<file path="src/rtl/image_pkg.sv">
// Shared definitions for the pixel image store and dump paths.
// Dump sequencer states, framing characters and group size.
// Sextet-to-ASCII mapping shared by the base64 encoder and decoder tables.
package image_pkg;

   typedef enum logic [1:0] {
      IDLE  = 2'd0,
      FETCH = 2'd1,
      EMIT  = 2'd2,
      DONE  = 2'd3
   } state_t;

   localparam logic [7:0] B64_PAD = 8'h3D;
   localparam logic [7:0] CR      = 8'h0D;
   localparam logic [7:0] LF      = 8'h0A;

   localparam int PIX_PER_GROUP = 12;

   // Standard base64 alphabet: A-Z, a-z, 0-9, '+', '/'.
   function automatic logic [7:0] b64_char(input logic [5:0] v);
      logic [7:0] c;
      if (v < 6'd26) begin
         c = 8'h41 + {2'b00, v};
      end else if (v < 6'd52) begin
         c = 8'h61 + {2'b00, v} - 8'd26;
      end else if (v < 6'd62) begin
         c = 8'h30 + {2'b00, v} - 8'd52;
      end else if (v == 6'd62) begin
         c = 8'h2B;
      end else begin
         c = 8'h2F;
      end
      return c;
   endfunction

endpackage

</file>
<file path="src/rtl/b64_sextet_enc.sv">
// Base64 sextet encoder: 6-bit value to its ASCII character.
// Latency: purely combinational.
// Backpressure: none, no state.
module b64_sextet_enc
   import image_pkg::*;
(
   input  logic [5:0] sextet,
   output logic [7:0] ascii
);

   assign ascii = b64_char(sextet);

endmodule

</file>
<file path="src/rtl/image_b64_dump.sv">
// Streams the stored 2bpp image as base64 ASCII: 12 pixels per group, 4 chars per group, '=' padding.
// Latency: start to first tx_valid is 12 + RD_LAT + 1 cycles; fetch and emit never overlap.
// Backpressure: tx_valid/tx_data held until tx_ready; CR LF every LINE_CHARS chars when B64_LINEBREAK_EN is defined.
module image_b64_dump
   import image_pkg::*;
#(
   parameter int ADDR_W     = 16,
   parameter int NUM_PIXELS = 16384,
   parameter int RD_LAT     = 1,
   parameter int LINE_CHARS = 76
) (
   input  logic              clk,
   input  logic              reset,
   input  logic              start,
   output logic              busy,
   output logic              done,
   output logic              mem_ce,
   output logic [ADDR_W-1:0] mem_addr,
   input  logic [1:0]        mem_dout,
   output logic [7:0]        tx_data,
   output logic              tx_valid,
   input  logic              tx_ready
);

   // Pixel counters carry one extra bit so a full 2^ADDR_W image is representable.
   localparam int            CW   = ADDR_W + 1;
   localparam logic [CW-1:0] NPIX = CW'(NUM_PIXELS);
`ifdef B64_LINEBREAK_EN
   localparam bit LB_EN = 1'b1;
`else
   localparam bit LB_EN = 1'b0;
`endif

   state_t            state_q, state_d;
   logic              busy_q, busy_d;
   logic              done_q, done_d;
   logic              mem_ce_q, mem_ce_d;
   logic [ADDR_W-1:0] mem_addr_q, mem_addr_d;
   logic              tx_valid_q, tx_valid_d;
   logic [7:0]        tx_data_q, tx_data_d;
   logic [CW-1:0]     pix_q, pix_d;       // next address to issue
   logic [CW-1:0]     base_q, base_d;     // first address of the current group
   logic [3:0]        cap_q, cap_d;       // pixels captured into the group
   logic [23:0]       group_q, group_d;
   logic [RD_LAT-1:0] vld_q, vld_d;       // tracks read data in flight
   logic [1:0]        idx_q, idx_d;       // char slot being presented
   logic [1:0]        crlf_q, crlf_d;     // 0: data char, 1: CR shown, 2: LF shown
   logic [15:0]       line_q, line_d;

   logic [CW-1:0]     remain, issued;
   logic [3:0]        grp_k;
   logic [2:0]        n_data;
   logic              capture, last_cap, xfer, more, line_full;
   logic [1:0]        sel_idx;
   logic [5:0]        sel_sextet;
   logic [7:0]        enc_char, next_char;

   // Group sizing, read-data capture and selection of the next char's sextet.
   always_comb begin
      remain    = NPIX - base_q;
      grp_k     = (remain >= CW'(PIX_PER_GROUP)) ? 4'(PIX_PER_GROUP) : remain[3:0];
      issued    = pix_q - base_q;
      // Data chars = bytes + 1; the remaining slots of the 4 are padding.
      n_data    = 3'((grp_k + 4'd3) >> 2) + 3'd1;
      capture   = (state_q == FETCH) && vld_q[RD_LAT-1];
      last_cap  = capture && ((cap_q + 4'd1) == grp_k);
      xfer      = tx_valid_q && tx_ready;
      more      = (pix_q < NPIX);
      line_full = LB_EN && ((line_q + 16'd1) == 16'(LINE_CHARS));

      group_d = group_q;
      if (capture) begin
         if (cap_q == 4'd0) begin
            group_d = '0;
         end
         group_d[5'd23 - {cap_q, 1'b0} -: 2] = mem_dout;
      end

      // Entering EMIT shows slot 0; afterwards the next slot follows the current one.
      sel_idx    = (state_q == EMIT) ? (idx_q + 2'd1) : 2'd0;
      sel_sextet = group_d[23:18];
      case (sel_idx)
         2'd0:    sel_sextet = group_d[23:18];
         2'd1:    sel_sextet = group_d[17:12];
         2'd2:    sel_sextet = group_d[11:6];
         default: sel_sextet = group_d[5:0];
      endcase
   end

   b64_sextet_enc u_enc (
      .sextet (sel_sextet),
      .ascii  (enc_char)
   );

   assign next_char = ({1'b0, sel_idx} < n_data) ? enc_char : B64_PAD;

   // Dump sequencer: next state and next values of every registered output.
   always_comb begin
      state_d    = state_q;
      busy_d     = busy_q;
      done_d     = 1'b0;
      mem_ce_d   = 1'b0;
      mem_addr_d = mem_addr_q;
      tx_valid_d = tx_valid_q;
      tx_data_d  = tx_data_q;
      pix_d      = pix_q;
      base_d     = base_q;
      cap_d      = cap_q;
      vld_d      = vld_q << 1;
      vld_d[0]   = mem_ce_q;
      idx_d      = idx_q;
      crlf_d     = crlf_q;
      line_d     = line_q;

      case (state_q)
         IDLE: begin
            if (start) begin
               state_d    = FETCH;
               busy_d     = 1'b1;
               base_d     = '0;
               cap_d      = '0;
               line_d     = '0;
               mem_ce_d   = 1'b1;
               mem_addr_d = '0;
               pix_d      = CW'(1);
            end
         end

         FETCH: begin
            if (issued < CW'(grp_k)) begin
               mem_ce_d   = 1'b1;
               mem_addr_d = pix_q[ADDR_W-1:0];
               pix_d      = pix_q + CW'(1);
            end
            if (capture) begin
               cap_d = cap_q + 4'd1;
            end
            if (last_cap) begin
               state_d    = EMIT;
               tx_valid_d = 1'b1;
               tx_data_d  = next_char;
               idx_d      = 2'd0;
               crlf_d     = 2'd0;
            end
         end

         EMIT: begin
            if (xfer) begin
               if (crlf_q == 2'd1) begin
                  tx_data_d = LF;
                  crlf_d    = 2'd2;
               end else if ((crlf_q == 2'd0) && line_full && !((idx_q == 2'd3) && !more)) begin
                  tx_data_d = CR;
                  crlf_d    = 2'd1;
                  line_d    = '0;
               end else begin
                  if (crlf_q == 2'd0) begin
                     line_d = line_q + 16'd1;
                  end
                  crlf_d = 2'd0;
                  if (idx_q == 2'd3) begin
                     tx_valid_d = 1'b0;
                     if (more) begin
                        state_d    = FETCH;
                        base_d     = pix_q;
                        cap_d      = '0;
                        mem_ce_d   = 1'b1;
                        mem_addr_d = pix_q[ADDR_W-1:0];
                        pix_d      = pix_q + CW'(1);
                     end else begin
                        state_d = DONE;
                        done_d  = 1'b1;
                        busy_d  = 1'b0;
                     end
                  end else begin
                     idx_d     = idx_q + 2'd1;
                     tx_data_d = next_char;
                  end
               end
            end
         end

         DONE: begin
            state_d = IDLE;
         end

         default: begin
            state_d = IDLE;
         end
      endcase
   end

   // State and output registers; reset aborts any dump in progress.
   always_ff @(posedge clk) begin
      if (reset) begin
         state_q    <= IDLE;
         busy_q     <= 1'b0;
         done_q     <= 1'b0;
         mem_ce_q   <= 1'b0;
         mem_addr_q <= '0;
         tx_valid_q <= 1'b0;
         tx_data_q  <= '0;
         pix_q      <= '0;
         base_q     <= '0;
         cap_q      <= '0;
         group_q    <= '0;
         vld_q      <= '0;
         idx_q      <= '0;
         crlf_q     <= '0;
         line_q     <= '0;
      end else begin
         state_q    <= state_d;
         busy_q     <= busy_d;
         done_q     <= done_d;
         mem_ce_q   <= mem_ce_d;
         mem_addr_q <= mem_addr_d;
         tx_valid_q <= tx_valid_d;
         tx_data_q  <= tx_data_d;
         pix_q      <= pix_d;
         base_q     <= base_d;
         cap_q      <= cap_d;
         group_q    <= group_d;
         vld_q      <= vld_d;
         idx_q      <= idx_d;
         crlf_q     <= crlf_d;
         line_q     <= line_d;
      end
   end

   assign busy     = busy_q;
   assign done     = done_q;
   assign mem_ce   = mem_ce_q;
   assign mem_addr = mem_addr_q;
   assign tx_valid = tx_valid_q;
   assign tx_data  = tx_data_q;

endmodule

</file>
<file path="config.mk">
export PLATFORM = sky130hd
export DESIGN_NAME = image_b64_dump
export DESIGN_NICKNAME = d
export VERILOG_FILES = /design/src/rtl/image_pkg.sv /design/src/rtl/b64_sextet_enc.sv /design/src/rtl/image_b64_dump.sv
export SDC_FILE = /design/constraint.sdc
export NUM_CORES = 1
export LEC_CHECK = 0
export ABC_AREA = 1
export CAP_MARGIN = 20
export CORE_ASPECT_RATIO = 0.9
export CORE_MARGIN = 8
export CORE_UTILIZATION = 40
export DETAILED_ROUTE_END_ITERATION = 12
export SYNTH_ARGS = -nofsm -noshare
export SYNTH_HDL_FRONTEND = slang
export SYNTH_HIERARCHICAL = 1
export SYNTH_SLANG_ARGS = --single-unit
</file>
<file path="constraint.sdc">
create_clock -name clk -period 5.4 [get_ports clk]
set_clock_uncertainty 0.05 [all_clocks]
set_input_delay 0.81 -clock clk [delete_from_list [all_inputs] [get_ports clk]]
set_output_delay 0.81 -clock clk [all_outputs]
set_load 0.02 [all_outputs]
</file>
==> flow_summary.yaml <==
finish:
  layout.nets: 1224
  layoutNonFillerInstCount: 1418
  final_cell_mix: "nand2_1 (320), inv_1 (167), nor2_1 (153)"
  syn_to_final_growth_pct: 11.1
  final_common_cell: "nand2_1"
  drive_gt1_share_pct: 4.84
  n_antenna_cell: 0
die:
  num_rows: 46
  initial_core_util_pct: 40.6
  die_x_microns: 157
  die_area_sq_um: 22300
  io_pins: 34
  core_area_sq_um: 17500
  die_h_microns: 142
synth:
  netlist_area_sq_um: 7110
  yosys.area_share.xor_xnor_pct: 3.93
  synth_warnings: 6
  postSynthCellCount: 1159
  synth_mux_area_share_pct: 0
  synth_area_per_cell_sq_um: 6.13
  synth_top_cells_by_area: "dfxtp_1 (27%), nand2_1 (17%), inv_1 (8.8%), nor2_1 (8.1%), ha_1 (7.7%)"
  synth_compound_area_share_pct: 10.6
  synth-seq-area-share_pct: 26.8
  synth-simple-area-share_pct: 39.2
  ys_ff_latch: 95
  synth-async-reset-ratio_pct: 0
  synth.distinct_cells: 49
  synth_largest_area_cell: "dfxtp_1"
  yosys.area.top_type_share_pct: 26.8
  synth_fp_nets: 1210
  synth_top_family_by_area: "simple AND/OR/NAND/NOR gates"
  synth_edf_count: 0
  synth-adder-area-share_pct: 8.03
  synthFlopType: "dfxtp_1"
worst_setup_path:
  r2r-end: "tx_data[1]$_SDFFE_PP0P_"
  max_stage_delay_ns: 0.57
  cp.required_ns: 5.64
  cpLargestDelayFamily: "simple AND/OR/NAND/NOR gates"
  cp_slowest_cell: "dfxtp_1"
  path_cells: "inv_1 -> ha_1 -> inv_1 -> nor4_1 -> nor2_1 -> a22oi_1 -> nor2_1 -> a211oi_1 -> o21ai_0 -> ha_1 -> nand2_1 -> nand2_2 -> nor2_4 -> inv_4 -> o21ai_0 -> nand3_1 -> nand4_1 -> nand2_1 -> nor2_1"
  critPathKind: "reg -> reg"
  startpoint: "cap_q[2]$_SDFFE_PP0P_"
  crit_arrival_ns: 4.71
  rr_startpoint: "cap_q[2]$_SDFFE_PP0P_"
  startpoint_type: "flip-flop"
  cp_num_buf_inv: 3
  crit_end: "tx_data[1]$_SDFFE_PP0P_"
  cp_common_cell: "nor2_1"
  crit_path_max_fanout: 11
  cp.depth: 19
  r2r_slack_ns: 0.93
  cp-end-kind: "flip-flop"
  r2r_cells: 19
routing:
  drt-pass1-iter-count: 5
  drc: 0
  drt-initial-drc-count: 634
  wl_per_cell_microns: 13.4
  wl_microns: 19000
  ant_nets: 0
  via_count: 6957
  via_per_inst: 4.91
timing:
  setup-violations-final: 0
  drv_slew: 0
  max-slew-margin-rel_pct: 35.9
  setup_slack_ns: 0.932
  fmax_ghz: 0.224
  period_needed_ns: 4.47
  min_period_over_period_pct: 82.7
  hold_violations: 0
  tightest_slew_ns: 0.958
  tns_ns: 0
  rsz0062_at_grt: "no"
power_and_ir_drop:
  p_clk_share_pct: 23.7
  switching_share_pct: 44.1
  p_seq_share_pct: 30.0
  p_int_uw: 1570
  powerDensity_nw_per_um2: 356
  design_power_total_uw: 2810
  p_comb_share_pct: 46.3
  p_sw_uw: 1240
  leakage_uw: 0.00365
  vdd_ir_drop_max_mv: 0.285
placed_design:
  dp_hpwl_microns: 14200
  place_congestion: 0.944
  io_buffers: 33
  post-place-ws_ns: 1.17
  place_inst: 1402
clock_network:
  cts.clk_slew.worst_paths_ns: 0.07
  root_buffer: "clkbuf_16"
  clk_latency_ns: 0.36
  post_cts_buffers: 0
  cts_tree: "done"
  clk_path_buf_depth: 2
  numClockSinks: 95
  numCtsBuffers: 9
  post_cts_resized: 0
  htree_levels: 3
  hold_buffers: 0
grt:
  grt_max_degree: 45
  grt_util_all_layers_pct: 17.2
  globalRouteOverflowTotal: 0
  grt_pass1_wl_microns: 31400
  antenna_found_initial: 0
  grt_pass1_vias: 6260
run_status:
  status: "complete, no violations"
min_path:
  min_path_type: "reg -> reg"
flow_run:
  cap_violations: 0
-- power groups by stage --
| stage | Sequential, uW | Clock [uW] | Combinational, uW |
|---|---|---|---|
| 2_1_floorplan | 920 | 0 | 928 |
| 3_3_place_gp | 860 | 0 | 1300 |
| 3_5_place_dp | 860 | 0 | 1300 |
| 4_1_cts | 845 | 684 | 1310 |
| 5_1_grt | 854 | 712 | 1470 |
| 6_report | 843 | 666 | 1300 |
-- worst reg2reg max path: cells and delay by family (launching register included) --
family / cells / cell delay, ns
simple gates: 10 / 1.50
compound gates: 4 / 1.08
fa+ha+maj: 2 / 0.83
flops: 1 / 0.57
buf+inv: 3 / 0.37
-- final cells by class --
type | count | area, sq um
multi-input combinational | 857 | 4390
clock buffer | 10 | 239
inverter | 175 | 659
tap | 240 | 300
clock inverter | 6 | 67.6
timing repair buffer | 35 | 340
fill | 1907 | 9600
sequential | 95 | 1900
-- layer usage --
metal / wire length (microns) / track usage (%) / part of all wire, %
met1: 10000 / 25.0 / 53
met2: 7850 / 25.6 / 41
met3: 918 / 3.22 / 4.8
met4: 161 / 3.69 / 0.85
met5: 0 / 0 / 0
-- sequential cells by signal, indices dropped and copies added, names as in the netlist --
| register | flops |
|---|---|
| base_q | 17 |
| busy | 1 |
| cap_q | 4 |
| done | 1 |
| group_q | 24 |
| idx_q | 2 |
| mem_addr | 16 |
| mem_ce | 1 |
| pix_q | 17 |
| state_q | 2 |
| tx_data | 8 |
| tx_valid | 1 |
| vld_q | 1 |
-- cells in the mapped netlist (4+ instances only) --
cell type,instances
inv_2,5
o21ai_0,31
xor2_1,25
nor3_1,19
nor2_1,153
nand3_1,94
buf_6,4
clkbuf_1,23
inv_1,167
xnor2_1,5
nand2_1,320
nand2_2,7
nor2_4,7
nand4_1,20
ha_1,44
o22ai_1,14
nor4_1,4
dfxtp_1,95
a21oi_1,69
nor2_2,9
-- through the flow --
| stage | hold slack, ns | utilization, % | instance area [sq um] |
|---|---|---|---|
| after floorplan | 0.393 | - | 7110 |
| after global placement | 0.406 | 43.4 | 7590 |
| after detailed placement | 0.409 | 43.4 | 7590 |
| after CTS | 0.419 | 45.1 | 7900 |
| after global routing | 0.417 | 45.1 | 7900 |
| final | 0.415 | 45.1 | 7900 |
-- worst min path at each step --
stage | start | to | slack (ns) | depth (start not counted)
after global routing | mem_ce$_SDFF_PP0_ | vld_q$_SDFF_PP0_ | 0.42 | 2
after CTS | mem_ce$_SDFF_PP0_ | vld_q$_SDFF_PP0_ | 0.42 | 2
after global placement | idx_q[1]$_SDFFE_PP0P_ | idx_q[1]$_SDFFE_PP0P_ | 0.41 | 2
after floorplan | idx_q[1]$_SDFFE_PP0P_ | idx_q[1]$_SDFFE_PP0P_ | 0.39 | 2
final | mem_ce$_SDFF_PP0_ | vld_q$_SDFF_PP0_ | 0.41 | 2
after detailed placement | mem_ce$_SDFF_PP0_ | vld_q$_SDFF_PP0_ | 0.41 | 2
-- cells by family after synthesis --
group / after synthesis
DFF: 95
and+or+nand+nor: 645
buffers and inverters: 207
AOI/OAI and AO/OA: 136
xor gates and xnor gates: 31
adders and majority gates: 45
Note: power is estimated with default switching activity, not from simulation.
